## src/rtl/result_writeback.sv

```systemverilog
// result_writeback
//   Collects results from NUM_FUBS functional units and commits at most one
//   of them per cycle to the register files (two GPR write ports, one CR
//   field, XER and optionally MSR).
//
//   Each FU owns a one-entry holding buffer. A round-robin arbiter picks one
//   occupied buffer per cycle, and the picked entry is registered onto the
//   write ports. The best-case latency is two cycles from handshake to
//   commit.
//
//   Optional feature: define RESULT_WB_MSR_EN to enable the MSR write port.
//   Without the macro, msr_we and msr_data are tied to zero, and the
//   fu_msr_we and msr inputs are ignored.
//
// Ports
//   clk, reset        clock; synchronous active-low reset
//   fu_result[i]      res_a, res_b, cout, ov, crf, msr and valid from FU i
//   fu_gpr_a/b[i]     GPR destination indices for res_a / res_b
//   fu_we_a/b, fu_cr_we, fu_xer_we, fu_msr_we  per-FU write qualifiers
//   fu_cr_sel[i]      CR field index
//   fu_ready[i]       FU i's result is accepted when valid and ready are both high
//   wb_hold           register-file back-pressure; suppresses new grants
//   gpr_wa_*/gpr_wb_* two GPR write ports (en / addr / data)
//   cr_we/sel/data    CR field write
//   xer_we/ca/ov/so   XER update; xer_so is the sticky summary overflow
//   msr_we/data       MSR write (only with RESULT_WB_MSR_EN)
//   wb_count          free-running count of grants (wraps at 16 bits)

package result_writeback_pkg;
  typedef struct packed {
    logic [31:0] res_a;
    logic [31:0] res_b;
    logic        cout;
    logic        ov;
    logic [3:0]  crf;
    logic [31:0] msr;
    logic        valid;
  } result_bus_t;
endpackage

module result_writeback
  import result_writeback_pkg::*;
#(
  parameter int NUM_FUBS = 4
) (
  input  logic                clk,
  input  logic                reset,
  input  result_bus_t         fu_result [NUM_FUBS],
  input  logic [4:0]          fu_gpr_a  [NUM_FUBS],
  input  logic [4:0]          fu_gpr_b  [NUM_FUBS],
  input  logic [NUM_FUBS-1:0] fu_we_a,
  input  logic [NUM_FUBS-1:0] fu_we_b,
  input  logic [NUM_FUBS-1:0] fu_cr_we,
  input  logic [NUM_FUBS-1:0] fu_xer_we,
  input  logic [NUM_FUBS-1:0] fu_msr_we,
  input  logic [2:0]          fu_cr_sel [NUM_FUBS],
  output logic [NUM_FUBS-1:0] fu_ready,
  input  logic                wb_hold,
  output logic                gpr_wa_en,
  output logic [4:0]          gpr_wa_addr,
  output logic [31:0]         gpr_wa_data,
  output logic                gpr_wb_en,
  output logic [4:0]          gpr_wb_addr,
  output logic [31:0]         gpr_wb_data,
  output logic                cr_we,
  output logic [2:0]          cr_sel,
  output logic [3:0]          cr_data,
  output logic                xer_we,
  output logic                xer_ca,
  output logic                xer_ov,
  output logic                xer_so,
  output logic                msr_we,
  output logic [31:0]         msr_data,
  output logic [15:0]         wb_count
);

  localparam int IW  = $clog2(NUM_FUBS);
  localparam int IW1 = IW + 1;

  // Buffer occupancy and arbitration state
  logic [NUM_FUBS-1:0] occ;
  logic [IW-1:0]       ptr;
  logic                grant_valid;
  logic [IW-1:0]       grant_idx;
  logic [IW1-1:0]      cand;
  logic [NUM_FUBS-1:0] grant_hit;
  logic [NUM_FUBS-1:0] load;

  // Buffer payload (no reset needed; only read while occupied)
  logic [31:0]         buf_res_a [NUM_FUBS];
  logic [31:0]         buf_res_b [NUM_FUBS];
  logic [3:0]          buf_crf   [NUM_FUBS];
  logic [4:0]          buf_gpr_a [NUM_FUBS];
  logic [4:0]          buf_gpr_b [NUM_FUBS];
  logic [2:0]          buf_cr_sel[NUM_FUBS];
  logic [NUM_FUBS-1:0] buf_cout;
  logic [NUM_FUBS-1:0] buf_ov;
  logic [NUM_FUBS-1:0] buf_we_a;
  logic [NUM_FUBS-1:0] buf_we_b;
  logic [NUM_FUBS-1:0] buf_cr_we;
  logic [NUM_FUBS-1:0] buf_xer_we;

  // Round-robin search starting at ptr. The candidate index is wrapped with
  // a single conditional subtract, so NUM_FUBS need not be a power of two.
  always_comb begin
    grant_valid = 1'b0;
    grant_idx   = '0;
    cand        = '0;
    for (int k = 0; k < NUM_FUBS; k++) begin
      cand = {1'b0, ptr} + IW1'(k);
      if (cand >= IW1'(NUM_FUBS)) begin
        cand = cand - IW1'(NUM_FUBS);
      end
      if (!wb_hold && !grant_valid && occ[cand[IW-1:0]]) begin
        grant_valid = 1'b1;
        grant_idx   = cand[IW-1:0];
      end
    end
  end

  // A buffer being granted this cycle can accept a new result on the same edge.
  for (genvar gi = 0; gi < NUM_FUBS; gi++) begin : g_fu
    assign grant_hit[gi] = grant_valid && (grant_idx == IW'(gi));
    assign fu_ready[gi]  = !occ[gi] || grant_hit[gi];
    assign load[gi]      = fu_result[gi].valid && fu_ready[gi];
  end

  always_ff @(posedge clk) begin
    if (!reset) begin
      occ <= '0;
      ptr <= '0;
    end else begin
      // A load wins over the grant's clear, which gives back-to-back refill.
      occ <= (occ & ~grant_hit) | load;
      if (grant_valid) begin
        ptr <= (grant_idx == IW'(NUM_FUBS - 1)) ? '0 : grant_idx + IW'(1);
      end
    end
  end

  always_ff @(posedge clk) begin
    for (int i = 0; i < NUM_FUBS; i++) begin
      if (load[i]) begin
        buf_res_a[i]  <= fu_result[i].res_a;
        buf_res_b[i]  <= fu_result[i].res_b;
        buf_crf[i]    <= fu_result[i].crf;
        buf_cout[i]   <= fu_result[i].cout;
        buf_ov[i]     <= fu_result[i].ov;
        buf_gpr_a[i]  <= fu_gpr_a[i];
        buf_gpr_b[i]  <= fu_gpr_b[i];
        buf_cr_sel[i] <= fu_cr_sel[i];
        buf_we_a[i]   <= fu_we_a[i];
        buf_we_b[i]   <= fu_we_b[i];
        buf_cr_we[i]  <= fu_cr_we[i];
        buf_xer_we[i] <= fu_xer_we[i];
      end
    end
  end

  // Registered write ports. Enables pulse for one cycle per grant. Data and
  // address fields keep their last granted value between grants.
  always_ff @(posedge clk) begin
    if (!reset) begin
      gpr_wa_en   <= 1'b0;
      gpr_wa_addr <= '0;
      gpr_wa_data <= '0;
      gpr_wb_en   <= 1'b0;
      gpr_wb_addr <= '0;
      gpr_wb_data <= '0;
      cr_we       <= 1'b0;
      cr_sel      <= '0;
      cr_data     <= '0;
      xer_we      <= 1'b0;
      xer_ca      <= 1'b0;
      xer_ov      <= 1'b0;
      xer_so      <= 1'b0;
      wb_count    <= '0;
    end else begin
      gpr_wa_en <= 1'b0;
      gpr_wb_en <= 1'b0;
      cr_we     <= 1'b0;
      xer_we    <= 1'b0;
      if (grant_valid) begin
        // If both ports target the same GPR, port b carries the surviving value.
        gpr_wa_en   <= buf_we_a[grant_idx] &&
                       !(buf_we_b[grant_idx] && (buf_gpr_a[grant_idx] == buf_gpr_b[grant_idx]));
        gpr_wa_addr <= buf_gpr_a[grant_idx];
        gpr_wa_data <= buf_res_a[grant_idx];
        gpr_wb_en   <= buf_we_b[grant_idx];
        gpr_wb_addr <= buf_gpr_b[grant_idx];
        gpr_wb_data <= buf_res_b[grant_idx];
        cr_we       <= buf_cr_we[grant_idx];
        cr_sel      <= buf_cr_sel[grant_idx];
        cr_data     <= buf_crf[grant_idx];
        xer_we      <= buf_xer_we[grant_idx];
        if (buf_xer_we[grant_idx]) begin
          xer_ca <= buf_cout[grant_idx];
          xer_ov <= buf_ov[grant_idx];
          xer_so <= xer_so | buf_ov[grant_idx];
        end
        wb_count <= wb_count + 16'd1;
      end
    end
  end

`ifdef RESULT_WB_MSR_EN
  logic [31:0]         buf_msr    [NUM_FUBS];
  logic [NUM_FUBS-1:0] buf_msr_we;

  always_ff @(posedge clk) begin
    for (int i = 0; i < NUM_FUBS; i++) begin
      if (load[i]) begin
        buf_msr[i]    <= fu_result[i].msr;
        buf_msr_we[i] <= fu_msr_we[i];
      end
    end
  end

  always_ff @(posedge clk) begin
    if (!reset) begin
      msr_we   <= 1'b0;
      msr_data <= '0;
    end else begin
      msr_we <= 1'b0;
      if (grant_valid) begin
        msr_we   <= buf_msr_we[grant_idx];
        msr_data <= buf_msr[grant_idx];
      end
    end
  end
`else
  assign msr_we   = 1'b0;
  assign msr_data = '0;

  // MSR inputs have no function in this build.
  logic unused_msr;
  always_comb begin
    unused_msr = ^fu_msr_we;
    for (int i = 0; i < NUM_FUBS; i++) begin
      unused_msr = unused_msr ^ (^fu_result[i].msr);
    end
  end
`endif

endmodule
```

## config.mk

```make
export PLATFORM = sky130hd
export DESIGN_NAME = result_writeback
export DESIGN_NICKNAME = d
export VERILOG_FILES = /design/src/rtl/result_writeback.sv
export SDC_FILE = /design/constraint.sdc
export NUM_CORES = 1
export LEC_CHECK = 0
export CORE_AREA = 4 4 239 241
export CTS_CLUSTER_SIZE = 25
export DETAILED_ROUTE_END_ITERATION = 8
export DIE_AREA = 0 0 243 245
export PLACE_DENSITY_LB_ADDON = 0.12
export SYNTH_ARGS = -nofsm -noshare
export SYNTH_HDL_FRONTEND = slang
export SYNTH_SLANG_ARGS = --single-unit
```

## constraint.sdc

```tcl
create_clock -name clk -period 4.7 [get_ports clk]
set_input_delay 0.94 -clock clk [delete_from_list [all_inputs] [get_ports clk]]
set_output_delay 0.94 -clock clk [all_outputs]
set_load 0.03 [all_outputs]
```

==> flow_summary_export.csv <==
group,metric,value,unit
status,status,"complete, no violations",
sta,slew-limit-headroom,33.2,%
power,p_leak,8.37,nW
synth,synth.top_cell.area_share,59.3,%
power,switching_share,34.1,%
layout,instances_no_fill,2426,
sta,rsz0062_at_grt,"no",
sta,finalSetupTns,0,ns
clock_network,hold_buffers,0,
route,wl_met1,22.1,mm
power,pwr-share-seq,38.3,%
route,wl_met3,4.40,mm
setup_path,worst_path_dominant_cell_family,"buffers and inverters",
sta,worst_pin_slew,1.00,ns
synth,synthArstFlopShare,0,%
floorplanning,pin_count,628,
synth,synth_common_cells,"edfxtp_1 (348), a211oi_1 (152), dfxtp_1 (110)",
synth,synth-seq-cells,458,
layout,fin_util,44.8,%
hold_path,hold_path_class,"reg -> reg",
route,vias_per_cell,4.63,
synth,post-synth-top-count-cell,"edfxtp_1",
clock_network,ctsHtreeMaxLevel,2,
power,power.switching,4.76,mW
synth,syn_area_per_cell,14.6,um2
layout,nets,2159,
power,pwr-share-clk,27.5,%
grt,track_usage,16.8,%
sta,fin_crit_sh,92.0,%
synth,synth_flop_cell,"edfxtp_1",
floorplanning,start_util,32.1,%
grt,grt_pass1_wl,75.1,mm
synth,ys_seq_area_share,71.8,%
floorplanning,fp.dieArea,0.0595,mm2
route,vias,11200,
setup_path,cp-start-kind,"input port",
synth,synth_edf_count,348,
sta,max_freq,231,MHz
route,final_antenna_net_count,0,
setup_path,cp_num_buf_inv,4,
clock_network,post-cts-setup-buffers,0,
grt,grt_antenna_before_repair,22,
setup_path,worst-path-max-fanout,5,
layout,area_growth,39.6,%
synth,yosys.area.top_type,"edfxtp_1",
synth,ys_warn_count,0,
clock_network,clk_pin_slew,0.06,ns
layout,regArea,0.0127,mm2
grt,grt_max_degree,127,
placed_design,io_buffers,462,
power,power_frac_comb,34.2,%
layout,nFillCells,4994,
setup_path,worstSetupEndpointType,"output pin",
power,peakVddDrop,418,uV
sta,finalClockSkew,0.0244,ns
clock_network,cts_inserted_buffers,51,
power,intPower,9.18,mW
route,dr.pass1.iters,4,
placed_design,detailed_place_hpwl,34.8,mm
route,route.top_layer_used,"met5",
run,maxCapViolations,0,
floorplanning,fp.dieW,243,um
power,powerDensity,567,mW/mm2
floorplanning,core,0.0549,mm2
synth,syn_inst,1208,
layout,drive_above_1_share,7.13,%
setup_path,cp.arrival,3.38,ns
floorplanning,die-height,245,um
setup_path,cp_slowest_cell,"clkdlybuf4s50_1",
clock_network,clock_path_buffers,3,
layout,multi_input_area,0.00444,mm2
sta,final_max_slew_viol_count,0,
route,drtIter0Drc,517,
sta,min_period,4.32,ns
setup_path,crit_type,"in -> out",
sta,setup_viol,0,
route,finalWirelength,51.9,mm
route,drc,0,
route,routedWlPerCell,21.4,um
placed_design,placed_cells,2318,
route,wl_met2,24.4,mm
clock_network,cts_num_sinks,458,
clock_network,cts_root_buf,"clkbuf_16",
placed_design,routabilityCongestion,0.754,
clock_network,cts_resized,0,
grt,grt_pass1_vias,11300,
synth,synth.distinct_cells,51,
synth,synthTopCellsByArea,"edfxtp_1 (59%), dfxtp_1 (12%), a211oi_1 (6.5%), mux2i_1 (4.7%), a21oi_1 (2.6%)",
setup_path,max_stage_delay,0.67,ns
setup_path,crit_path_cell_trace,"clkdlybuf4s50_1 -> inv_1 -> o31ai_2 -> or2_4 -> o21ai_2 -> a31oi_4 -> inv_6 -> ha_1 -> nand2_1 -> nand2_1 -> clkdlybuf4s50_1",
floorplanning,num_rows,86,
clock_network,cts_tree,"built",
sta,finalHoldViolCount,0,
grt,grt_overflow,0,
setup_path,required,3.76,ns
synth,synth_area,0.0176,mm2
clock_network,clk_latency,0.59,ns
## power by group through the flow
stage / Sequential, mW / Combinational [mW] / Clock [mW]
after floorplan: 5.99 / 2.41 / 0
after global placement: 5.41 / 4.83 / 0
after detailed placement: 5.42 / 4.85 / 0
after CTS: 5.35 / 4.87 / 3.97
after global routing: 5.41 / 5.19 / 4.14
final: 5.34 / 4.77 / 3.83
## final timing paths
check,from,endpoint,slack [ns],cells after the start
max reg2reg,ptr[1],gpr_wa_en,1.13,9
min reg2reg,gpr_wa_addr[0],gpr_wa_addr[0],0.45,2
max,wb_hold,fu_ready[2],0.38,11
min,gpr_wa_addr[0],gpr_wa_addr[0],0.45,2
## cell families (layout without fill, tap and decap cells)
family / count (synthesis) / count (layout) / share of synthesized area, %
adders and majority gates: 5 / 5 / 0.355
xor gates and xnor gates: 19 / 19 / 0.944
DFF: 458 / 458 / 71.8
and+or+nand+nor: 249 / 249 / 6.91
AOI/OAI and AO/OA: 264 / 264 / 10.3
other: 1 / 45 / 0.0213
buffers and inverters: 119 / 589 / 3.76
muxes: 93 / 93 / 5.93
## layout by cell type, fill, tap and decap left out, drive strengths merged, types with 12 or more instances in the layout
cell type	instances
clkinv	12
a211oi	156
edfxtp	348
diode	12
a21oi	92
buf	25
conb	33
clkbuf	78
mux2i	83
nand2	42
nor2b	72
nor2	97
xor2	14
clkdlybuf4s50	462
dfxtp	110
## metal layers
metal,up-vias,track usage (%)
met4,18,4.92
met3,84,6.65
met1,5372,21.1
met5,-,0
met2,332,27.1
li1,5424,-
## stage by stage
stage | hold WS, ns | instance area (um2) | power [mW] | worst slack, ns
finish | 0.448 | 24600 | 13.9 | 0.376
global route | 0.472 | 24600 | 14.7 | 0.192
CTS | 0.451 | 24600 | 14.2 | 0.370
detailed placement | 0.442 | 23000 | 10.3 | 0.349
global placement | 0.438 | 23000 | 10.2 | 0.411
floorplan | 0.571 | 17700 | 8.40 | 0.351
## worst reg2reg max path: stages (launching register included)
cell and delay (ns):
dfxtp_1 0.57, mux4_2 0.58, o211ai_1 0.22, a31oi_4 0.19, inv_6 0.09, buf_4 0.72
mux2i_1 0.45, xor2_1 0.16, nor4_1 0.34, a31oi_1 0.13
## registers in the layout, summed over array words and instances (netlist names), 16 cells and up
register     count
buf_res_a      128
buf_res_b      128
gpr_wa_data     32
gpr_wb_data     32
buf_gpr_a       20
buf_gpr_b       20
buf_crf         16
wb_count        16
## layout make-up
cell class	count	share of cell area, %
diodes	12	0.122
clock buffers	78	5.93
clock inverters	18	0.646
inverters	6	0.122
multi-input cells	663	18.1
flip-flops and latches	458	51.4
well taps	704	3.58
repair buffers	487	20.1
(Power assumes the default switching activity.)
